[src/rtl/piece_sequencer_if.sv]
// Handshake and lookup signals between the game FSM, shape lookup and the piece sequencer.
interface piece_sequencer_if;
  logic        spawn_req;
  logic        rotate_req;
  logic        rotate_dir;
  logic [15:0] block_matrix;
  logic [2:0]  block_num;
  logic [2:0]  cur_block_num;
  logic [2:0]  next_block_num;
  logic [15:0] cur_matrix;
  logic [1:0]  rot_state;
  logic        spawn_ack;
  logic        rotate_done;
  logic        piece_valid;
  logic        busy;

  modport master (
    output spawn_req, rotate_req, rotate_dir, block_matrix,
    input  block_num, cur_block_num, next_block_num, cur_matrix, rot_state,
    input  spawn_ack, rotate_done, piece_valid, busy
  );

  modport slave (
    input  spawn_req, rotate_req, rotate_dir, block_matrix,
    output block_num, cur_block_num, next_block_num, cur_matrix, rot_state,
    output spawn_ack, rotate_done, piece_valid, busy
  );
endinterface

[src/rtl/piece_sequencer.sv]
// Falling-piece sequencer: LFSR draw with one-piece preview, shape latch and in-place rotation.
module piece_sequencer #(
  parameter int unsigned NUM_BLOCKS = 5,
  parameter logic [7:0]  LFSR_SEED  = 8'hA5,
  parameter bit          NO_REPEAT  = 1'b1,
  parameter int unsigned MAX_DRAW   = 16
) (
  input logic              clk,
  input logic              rst,
  piece_sequencer_if.slave bus
);

  localparam logic [7:0]      SeedEff   = (LFSR_SEED == 8'h00) ? 8'h01 : LFSR_SEED;
  localparam int unsigned     CntW      = (MAX_DRAW < 2) ? 1 : $clog2(MAX_DRAW);
  localparam logic [CntW-1:0] CntLast   = CntW'(MAX_DRAW - 1);
  localparam logic [2:0]      LastBlock = 3'(NUM_BLOCKS - 1);

  typedef enum logic [1:0] {StIdle, StDraw, StLoad} state_e;

  state_e          state_q, state_d;
  logic [7:0]      lfsr_q, lfsr_d;
  logic [CntW-1:0] cnt_q, cnt_d;
  logic [2:0]      cur_q, cur_d, next_q, next_d;
  logic [15:0]     mat_q, mat_d;
  logic [1:0]      rot_q, rot_d;
  logic            ack_q, ack_d, done_q, done_d, valid_q, valid_d;

  logic [2:0] cand, fallback;
  logic       cand_ok;

  // Bit 15-(4r+c) holds row r, column c.
  function automatic logic [15:0] rot_cw(input logic [15:0] m);
    logic [15:0] o;
    for (int r = 0; r < 4; r++) begin
      for (int c = 0; c < 4; c++) begin
        o[15-(4*r+c)] = m[15-(4*(3-c)+r)];
      end
    end
    return o;
  endfunction

  function automatic logic [15:0] rot_ccw(input logic [15:0] m);
    logic [15:0] o;
    for (int r = 0; r < 4; r++) begin
      for (int c = 0; c < 4; c++) begin
        o[15-(4*r+c)] = m[15-(4*c+(3-r))];
      end
    end
    return o;
  endfunction

  assign cand     = lfsr_q[2:0];
  assign cand_ok  = (32'(cand) < NUM_BLOCKS) && (!NO_REPEAT || (cand != next_q));
  assign fallback = (next_q == LastBlock) ? 3'd0 : next_q + 3'd1;
  assign lfsr_d   = {lfsr_q[6:0], lfsr_q[7] ^ lfsr_q[5] ^ lfsr_q[4] ^ lfsr_q[3]};

  always_comb begin
    state_d = state_q;
    cnt_d   = cnt_q;
    cur_d   = cur_q;
    next_d  = next_q;
    mat_d   = mat_q;
    rot_d   = rot_q;
    valid_d = valid_q;
    ack_d   = 1'b0;
    done_d  = 1'b0;
    unique case (state_q)
      StIdle: begin
        // Spawn has priority; a simultaneous rotate is dropped.
        if (bus.spawn_req) begin
          state_d = StDraw;
          cnt_d   = '0;
        end else if (bus.rotate_req && valid_q) begin
          mat_d  = bus.rotate_dir ? rot_ccw(mat_q) : rot_cw(mat_q);
          rot_d  = bus.rotate_dir ? rot_q - 2'd1 : rot_q + 2'd1;
          done_d = 1'b1;
        end
      end
      StDraw: begin
        if (cand_ok) begin
          cur_d   = next_q;
          next_d  = cand;
          state_d = StLoad;
        end else if (cnt_q == CntLast) begin
          cur_d   = next_q;
          next_d  = fallback;
          state_d = StLoad;
        end else begin
          cnt_d = cnt_q + 1'b1;
        end
      end
      StLoad: begin
        // block_num already carries the new piece, so the lookup output is current.
        mat_d   = bus.block_matrix;
        rot_d   = 2'd0;
        ack_d   = 1'b1;
        valid_d = 1'b1;
        state_d = StIdle;
      end
      default: state_d = StIdle;
    endcase
  end

  always_ff @(posedge clk) begin
    if (rst) begin
      state_q <= StIdle;
      lfsr_q  <= SeedEff;
      cnt_q   <= '0;
      cur_q   <= 3'd0;
      next_q  <= 3'd0;
      mat_q   <= 16'h0000;
      rot_q   <= 2'd0;
      ack_q   <= 1'b0;
      done_q  <= 1'b0;
      valid_q <= 1'b0;
    end else begin
      state_q <= state_d;
      lfsr_q  <= lfsr_d;
      cnt_q   <= cnt_d;
      cur_q   <= cur_d;
      next_q  <= next_d;
      mat_q   <= mat_d;
      rot_q   <= rot_d;
      ack_q   <= ack_d;
      done_q  <= done_d;
      valid_q <= valid_d;
    end
  end

  assign bus.block_num      = cur_q;
  assign bus.cur_block_num  = cur_q;
  assign bus.next_block_num = next_q;
  assign bus.cur_matrix     = mat_q;
  assign bus.rot_state      = rot_q;
  assign bus.spawn_ack      = ack_q;
  assign bus.rotate_done    = done_q;
  assign bus.piece_valid    = valid_q;
  assign bus.busy           = (state_q != StIdle);

endmodule

[src/flat_wrapper.sv]
// flat-port wrapper written by rule: the top's interface ports become plain ports
module piece_sequencer_flat 
#(
  parameter int unsigned NUM_BLOCKS = 5,
  parameter logic [7:0]  LFSR_SEED  = 8'hA5,
  parameter bit          NO_REPEAT  = 1'b1,
  parameter int unsigned MAX_DRAW   = 16
)
  (clk, rst, bus_spawn_req, bus_rotate_req, bus_rotate_dir, bus_block_matrix, bus_block_num, bus_cur_block_num, bus_next_block_num, bus_cur_matrix, bus_rot_state, bus_spawn_ack, bus_rotate_done, bus_piece_valid, bus_busy);
  piece_sequencer_if bus_i ();
  input logic clk;
  input logic rst;
  input wire logic [$bits(bus_i.spawn_req)-1:0] bus_spawn_req;
  input wire logic [$bits(bus_i.rotate_req)-1:0] bus_rotate_req;
  input wire logic [$bits(bus_i.rotate_dir)-1:0] bus_rotate_dir;
  input wire logic [$bits(bus_i.block_matrix)-1:0] bus_block_matrix;
  output wire logic [$bits(bus_i.block_num)-1:0] bus_block_num;
  output wire logic [$bits(bus_i.cur_block_num)-1:0] bus_cur_block_num;
  output wire logic [$bits(bus_i.next_block_num)-1:0] bus_next_block_num;
  output wire logic [$bits(bus_i.cur_matrix)-1:0] bus_cur_matrix;
  output wire logic [$bits(bus_i.rot_state)-1:0] bus_rot_state;
  output wire logic [$bits(bus_i.spawn_ack)-1:0] bus_spawn_ack;
  output wire logic [$bits(bus_i.rotate_done)-1:0] bus_rotate_done;
  output wire logic [$bits(bus_i.piece_valid)-1:0] bus_piece_valid;
  output wire logic [$bits(bus_i.busy)-1:0] bus_busy;
  assign bus_i.spawn_req = bus_spawn_req;
  assign bus_i.rotate_req = bus_rotate_req;
  assign bus_i.rotate_dir = bus_rotate_dir;
  assign bus_i.block_matrix = bus_block_matrix;
  assign bus_block_num = bus_i.block_num;
  assign bus_cur_block_num = bus_i.cur_block_num;
  assign bus_next_block_num = bus_i.next_block_num;
  assign bus_cur_matrix = bus_i.cur_matrix;
  assign bus_rot_state = bus_i.rot_state;
  assign bus_spawn_ack = bus_i.spawn_ack;
  assign bus_rotate_done = bus_i.rotate_done;
  assign bus_piece_valid = bus_i.piece_valid;
  assign bus_busy = bus_i.busy;
  piece_sequencer #(.NUM_BLOCKS(NUM_BLOCKS), .LFSR_SEED(LFSR_SEED), .NO_REPEAT(NO_REPEAT), .MAX_DRAW(MAX_DRAW)) u_core (.clk(clk), .rst(rst), .bus(bus_i));
endmodule
[config.mk]
export PLATFORM = sky130hd
export DESIGN_NAME = piece_sequencer_flat
export DESIGN_NICKNAME = d
export VERILOG_FILES = /design/src/rtl/piece_sequencer_if.sv /design/src/rtl/piece_sequencer.sv /design/src/flat_wrapper.sv
export SDC_FILE = /design/constraint.sdc
export NUM_CORES = 1
export LEC_CHECK = 0
export ABC_CLOCK_PERIOD_IN_PS = 4400
export CAP_MARGIN = 0
export CORE_MARGIN = 10
export CORE_UTILIZATION = 52
export DETAILED_ROUTE_END_ITERATION = 10
export GPL_TIMING_DRIVEN = 0
export PLACE_DENSITY = 0.84
export SYNTH_ARGS = -nofsm -noshare
export SYNTH_HDL_FRONTEND = slang
export SYNTH_SLANG_ARGS = --single-unit
[constraint.sdc]
create_clock -name clk -period 4.4 [get_ports clk]
set_input_delay 0.44 -clock clk [delete_from_list [all_inputs] [get_ports clk]]
set_output_delay 0.44 -clock clk [all_outputs]
set_load 0.01 [all_outputs]
==> results of run 1 <==
## final timing paths
path                                      from          endpoint  slack [ns]  depth (start not counted)
hold / removal                u_core.lfsr_q[6]  u_core.lfsr_q[7]        0.42                          1
setup reg to reg  u_core.bus.next_block_num[1]   u_core.cnt_q[1]        2.23                          5
setup / recovery             u_core.state_q[0]          bus_busy        2.13                          3
hold reg to reg               u_core.lfsr_q[6]  u_core.lfsr_q[7]        0.42                          1
## critical path: stages (launching register included)
cell             delay [ns]
dfxtp_1                0.45
clkbuf_1               0.37
or2_2                  0.18
clkdlybuf4s50_1        0.52
## per-layer routing
layer | vias up | global-route usage [%] | routed length (um)
met4 | 0 | 5.35 | 60
met3 | 5 | 5.40 | 317
met1 | 901 | 19.5 | 2340
li1 | 946 | - | -
met2 | 40 | 25.8 | 2660
met5 | - | 0 | 0
## where the power goes
part | switching [mW] | leakage [nW] | internal, mW
registers | 0.0187 | 0.334 | 0.386
clock network | 0.132 | 0.0542 | 0.142
logic | 0.0693 | 0.602 | 0.0627
## sequential cells by signal, summed over array words and instances (netlist names)
| register | cells |
|---|---|
| u_core.cnt_q | 4 |
| u_core.bus.rotate_done | 1 |
| u_core.state_q | 2 |
| u_core.bus.rot_state | 2 |
| u_core.bus.block_num | 3 |
| u_core.lfsr_q | 8 |
| u_core.bus.spawn_ack | 1 |
| u_core.bus.next_block_num | 3 |
| u_core.bus.cur_matrix | 16 |
| u_core.bus.piece_valid | 1 |
## kinds of logic (layout without fill, tap and decap cells)
group / Yosys count / after routing / share of synthesized area, %
buf+inv: 27 / 84 / 5.56
simple gates: 76 / 76 / 18.6
fa+ha+maj: 3 / 3 / 1.83
compound gates: 62 / 62 / 22.1
flops: 41 / 41 / 40.1
mux: 18 / 18 / 8.80
xor+xnor: 7 / 7 / 2.99
## layout by cell type, fill, tap and decap left out, types with 2 or more instances in the layout
master	netlist	layout
a211o_2	3	3
a211oi_1	15	15
a21oi_1	19	19
a221oi_1	3	3
a31oi_1	2	2
buf_4	3	3
clkbuf_1	15	15
clkbuf_8	0	7
clkdlybuf4s50_1	0	49
dfxtp_1	41	41
ha_1	3	3
inv_1	8	8
mux2i_1	18	18
nand2_1	4	4
nand2b_1	4	4
nand3_1	3	3
nor2_1	38	38
nor2b_1	8	8
nor3_1	4	4
o21ai_0	5	5
o221ai_1	2	2
o31ai_1	4	4
or2_2	5	5
xnor2_1	2	2
xor2_1	5	5
## through the flow
stage / instance area, um^2 / std cells / util, % / setup WS (ns)
2_1_floorplan: 2050 / 234 / - / 2.38
3_3_place_gp: 2600 / 331 / 69.4 / 2.11
3_5_place_dp: 2600 / 331 / 69.4 / 2.12
4_1_cts: 2700 / 339 / 72.1 / 2.15
5_1_grt: 2700 / 339 / 72.1 / 2.05
6_report: 2700 / 339 / 72.1 / 2.13
## layout make-up
| class | count | share of cell area (%) |
|---|---|---|
| Inverter | 8 | 1.11 |
| Clock buffer | 7 | 3.57 |
| Timing Repair Buffer | 49 | 18.2 |
| Multi-Input combinational cell | 166 | 41.2 |
| Clock inverter | 1 | 0.185 |
| Tap cell | 48 | 2.22 |
| Buffer | 19 | 3.10 |
| Sequential cell | 41 | 30.4 |
==> results by group, run 1 <==
Timing
  • Final Cycle Share: 51.5%
  • Max Freq: 441 MHz
  • Slew headroom: 61.6%
  • Least-Margin Pin Slew: between 0.5 and 0.6 ns
  • Final hold violations: 0
  • Worst Skew: 0.00532 ns
  • Pins Over Slew Limit: 0
  • WHS: 0.418 ns
  • Final TNS setup: 0 ns
  • RSZ-0062 raised after global routing: false
  • Final setup violation count: 0
  • Minimum clock period: ~2.3 ns

Min path
  • HP Class: flop to flop

Synth
  • Yosys warns: 0
  • Synthesized area per cell: 8.75 um^2
  • Top cells by count, synth: 41 x dfxtp_1, 38 x nor2_1, 19 x a21oi_1
  • Yosys top cell area share: 40.1%
  • Netlist cell types: 43
  • Most frequent cell after synthesis: dfxtp_1
  • Cells after Synth: 234
  • Post-synth EDFFs: 0
  • Post-Syn Nets: roughly 260
  • Cell taking the most area after synthesis: dfxtp_1
  • Ys async rst share: 0%
  • Main synth FF type: dfxtp_1
  • Sequential area share after synthesis: 40.1%
  • Synth area leaders: dfxtp_1 40%, mux2i_1 8.8%, nor2_1 7.0%
  • Synthesized cell area: 2050 um^2
  • Synth Register Bits: between 40 and 50

GRT
  • Vias in the first global route: 1753
  • Grt ovf: 0
  • Largest net degree at the start of global routing: 13
  • Initial antenna violation count: 0
  • First-pass GRT wire length: roughly 8600 um
  • Tot GR Track Use: 16.0%

Layout
  • Antenna diodes: 0
  • Area growth syn-to-layout: 31.8%
  • Multi-input gate area: 1110 um^2
  • Register area: 821 um^2
  • Final net count: 314
  • Fillers: 305
  • Layout cell share with drive strength beyond 1: 8.93%

Job
  • Max-Cap Viols: 0

CTS
  • Max clock buf depth: 2
  • Htree depth: 2
  • Cts bufs inserted: 5
  • CTS tree: done
  • PostCTS Resize Cnt: 0
  • Hold buffers post-CTS: 0
  • Post-CTS Setup Inserts: 0
  • Clk slew on worst S/H paths: 0.07 ns
  • Root Buffer: clkbuf_8
  • Total clock sinks: 41
  • Worst-Skew Late Latency: 0.30 ns

Critical path
  • Critical Path Sink Type: primary output
  • Crit Path Category: flop to primary output
  • Startpoint Class: flop
  • Crit Path Max Fanout: 10
  • Required @ worst endpoint: 3.96 ns
  • WP data arrival: 1.83 ns

Routing
  • DRC viols: 0
  • DR iter-0 viols: 130
  • Antenna Nets Post-Route: 0
  • DRT Pass-1 Iters: 4
  • Wire per inst: around 16 um
  • WL final: 5380 um
  • Vias: about 1900
  • Routed vias/inst: 5.58

Place
  • HPWL Detailed: 3910 um
  • GPL Wtd Cong: 0.831
  • I/O Buffers: 49

Power
  • Maximum vdd drop: roughly 0.28 mV
  • Power per cell area: 300 nW/um^2
  • Leakage power figure: roughly 1 nW
  • PnR Total Power: 0.810 mW

Outcome
  • Status: completed

Floorplan
  • Die ar.: 6850 um^2
  • Die Ht: 82.8 um
  • Initial Utilization: 54.7%
  • I/O pin count: 52
  • Core area: 3740 um^2
  • Number of core rows: 22
  • DIE WIDTH: 82.8 um
(Power assumes the default switching activity.)
==> inputs of run 2 (changes only) <==
--- a/config.mk
+++ b/config.mk
@@ -5,13 +5,13 @@
 export SDC_FILE = /design/constraint.sdc
 export NUM_CORES = 1
 export LEC_CHECK = 0
-export ABC_CLOCK_PERIOD_IN_PS = 4400
+export ABC_CLOCK_PERIOD_IN_PS = 2290
 export CAP_MARGIN = 0
 export CORE_MARGIN = 10
-export CORE_UTILIZATION = 52
+export CORE_UTILIZATION = 49
 export DETAILED_ROUTE_END_ITERATION = 10
 export GPL_TIMING_DRIVEN = 0
-export PLACE_DENSITY = 0.84
+export PLACE_DENSITY = 0.8
 export SYNTH_ARGS = -nofsm -noshare
 export SYNTH_HDL_FRONTEND = slang
 export SYNTH_SLANG_ARGS = --single-unit
==> constraint.sdc (replaced) <==
create_clock -name clk -period 2.29 [get_ports clk]
set_input_delay 0.229 -clock clk [delete_from_list [all_inputs] [get_ports clk]]
set_output_delay 0.229 -clock clk [all_outputs]
set_load 0.01 [all_outputs]
==> results by group, run 2 (same netlist as run 1, synthesis figures left out) <==
GRT
  • Largest net degree at the start of global routing: 14 (was 13)
  • First-pass GRT wire length: 8830 um (was 8600 um)
  • Grt ovf: 0 (unchanged)
  • Tot GR Track Use: 14.8% (was 16.0%)
  • Initial antenna violation count: 0 (unchanged)
  • Vias in the first global route: 1743 (was 1753)

Floorplan
  • DIE WIDTH: 84.7 um (was 82.8 um)
  • Core area: 4030 um^2 (was 3740 um^2)
  • Die Ht: 84.7 um (was 82.8 um)
  • Initial Utilization: 50.8% (was 54.7%)
  • I/O pin count: 52 (unchanged)
  • Number of core rows: 23 (was 22)
  • Die ar.: 7170 um^2 (was 6850 um^2)

CTS
  • CTS tree: done (unchanged)
  • Clk slew on worst S/H paths: 0.08 ns (was 0.07 ns)
  • Cts bufs inserted: 5 (unchanged)
  • Htree depth: 2 (unchanged)
  • Total clock sinks: 41 (unchanged)
  • Max clock buf depth: 2 (unchanged)
  • Root Buffer: clkbuf_8 (unchanged)
  • Hold buffers post-CTS: 0 (unchanged)
  • Worst-Skew Late Latency: 0.30 ns (about the same)

Place
  • Placed cell count: 333 (was 331)
  • GPL Wtd Cong: 0.834 (was 0.831)
  • HPWL Detailed: 3910 um (about the same)
  • I/O Buffers: 49 (unchanged)

Critical path
  • WP data arrival: 2.39 ns (was 1.83 ns)
  • Critical Path Sink Type: flop (was primary output)
  • CP delay by family, top: simple AND/OR/NAND/NOR gates (was buffers and inverters)
  • Critical Path Max Stage Delay: 0.48 ns (was 0.52 ns)
  • FF-to-FF setup slack: 0.12 ns (was 2.23 ns)
  • WP buf/inv: 1 (was 2)
  • Required @ worst endpoint: 2.51 ns (was 3.96 ns)
  • Crit Path Category: flop to flop (was flop to primary output)
  • Crit-path slowest cell: or4_1 (was clkdlybuf4s50_1)
  • Startpoint Class: flop (unchanged)
  • Crit Path Max Fanout: 7 (was 10)
  • Cell Chain, Critical Path: or3_4, a2111oi_4, buf_4, nor2_2, or4_1, a31oi_1 (was clkbuf_1, or2_2, clkdlybuf4s50_1)

Routing
  • Antenna Nets Post-Route: 0 (unchanged)
  • WL final: 5200 um (was 5380 um)
  • DR iter-0 viols: 140 (was 130)
  • Vias: 1874 (was 1892)
  • DRT Pass-1 Iters: 4 (unchanged)
  • Routed vias/inst: 5.48 (was 5.58)
  • DRC viols: 0 (unchanged)
  • Wire per inst: 15.2 um (was 15.9 um)

Layout
  • Largest register FFs: 16 (unchanged)
  • Utilization after layout: 66.9% (was 72.1%)
  • Final net count: 315 (was 314)
  • Area growth syn-to-layout: 31.6% (was 31.8%)
  • Layout cell share with drive strength beyond 1: 9.59% (was 8.93%)
  • Commonest cells after routing, fill and taps aside: 49 x clkdlybuf4s50_1, 40 x dfxtp_1, 38 x nor2_1 (was 49 x clkdlybuf4s50_1, 41 x dfxtp_1, 38 x nor2_1)
  • Antenna diodes: 0 (unchanged)
  • Commonest non-fill, non-tap cell in the layout: clkdlybuf4s50_1 (unchanged)
  • Non-Filler Instances: 342 (was 339)

Power
  • Power per cell area: 553 nW/um^2 (was 300 nW/um^2)
  • Switching power share of the total: 28.1% (was 27.1%)
  • Sw Pwr: 0.419 mW (was 0.220 mW)
  • Leakage power figure: 0.985 nW (was 0.989 nW)
  • Comb pwr share: 17.0% (was 16.3%)
  • Clock power frac: 30.9% (was 33.8%)
  • Register share of total power: 52.1% (was 49.9%)
  • Maximum vdd drop: 0.363 mV (was 0.279 mV)
  • PnR Total Power: 1.49 mW (was 0.810 mW)
  • Internal power: 1.07 mW (was 0.590 mW)

Job
  • Max-Cap Viols: 0 (unchanged)

Timing
  • Max Freq: 461 MHz
  • Final Cycle Share: roughly 95%
  • Final hold violations: 0 (unchanged)
  • RSZ-0062 raised after global routing: false (unchanged)
  • Worst Skew: 0.00479 ns (was 0.00532 ns)
  • Minimum clock period: 2.17 ns
  • Least-Margin Pin Slew: 0.570 ns (was 0.576 ns)
  • Final TNS setup: 0 ns (unchanged)
  • Final setup violation count: 0 (unchanged)
  • Pins Over Slew Limit: 0 (unchanged)
  • Slew headroom: 62.0% (was 61.6%)

Outcome
  • Status: completed (unchanged)

Min path
  • HP Class: primary input to flop (was flop to flop)
## run 2: changes by cell type in the layout (fill, tap and decap cells not counted), sizes merged
cell      previous run  this run
clkinv               1         2
buf                  4         5
clkbuf              22        20
clkinvlp             0         1
## run 2: layer usage
layer	routed length (um)	track usage, %	vias to the layer above
li1	-	-	947
met2	2520	22.6	48
met3	304	5.12	6
met1	2330	18.9	873
met5	0	0	-
met4	53	4.94	0
## run 2: final timing paths
| check | startpoint | end | cells past startpoint |
|---|---|---|---|
| max | u_core.bus.next_block_num[1] | u_core.cnt_q[3] | 6 |
| min reg2reg | u_core.lfsr_q[6] | u_core.lfsr_q[7] | 1 |
| max reg2reg | u_core.bus.next_block_num[1] | u_core.cnt_q[3] | 6 |
| min | rst | u_core.lfsr_q[1] | 2 |
## run 2: area by class of cell
cell class / instances / area (um^2)
sequential: 41 / 822
fill: 356 / 1330
inverter: 8 / 30.0
buffer: 19 / 83.8
clock inverter: 3 / 17.5
clock buffer: 5 / 68.8
tap: 50 / 62.6
timing repair buffer: 50 / 498
multi-input combinational: 166 / 1110
## run 2: stage by stage
stage	setup WS [ns]	cell area [um^2]	hold WS [ns]
6_report	0.122	2700	0.294
3_5_place_dp	0.120	2600	0.397
5_1_grt	0.0358	2700	0.315
4_1_cts	0.101	2690	0.302
3_3_place_gp	0.184	2600	0.394
2_1_floorplan	0.267	2050	0.389
## run 2: power by group through the flow
stage          Sequential, mW  Combinational, mW  Clock (mW)
2_1_floorplan           0.789              0.157           0
3_3_place_gp            0.793              0.248           0
3_5_place_dp            0.793              0.252           0
4_1_cts                 0.777              0.252       0.475
5_1_grt                 0.783              0.282       0.503
6_report                0.777              0.254       0.461
## run 2: timing repair
item                       in CTS  in global routing
setup endpoints to repair       0                  1
resized for setup               0                  1
setup buffers                   0                  1
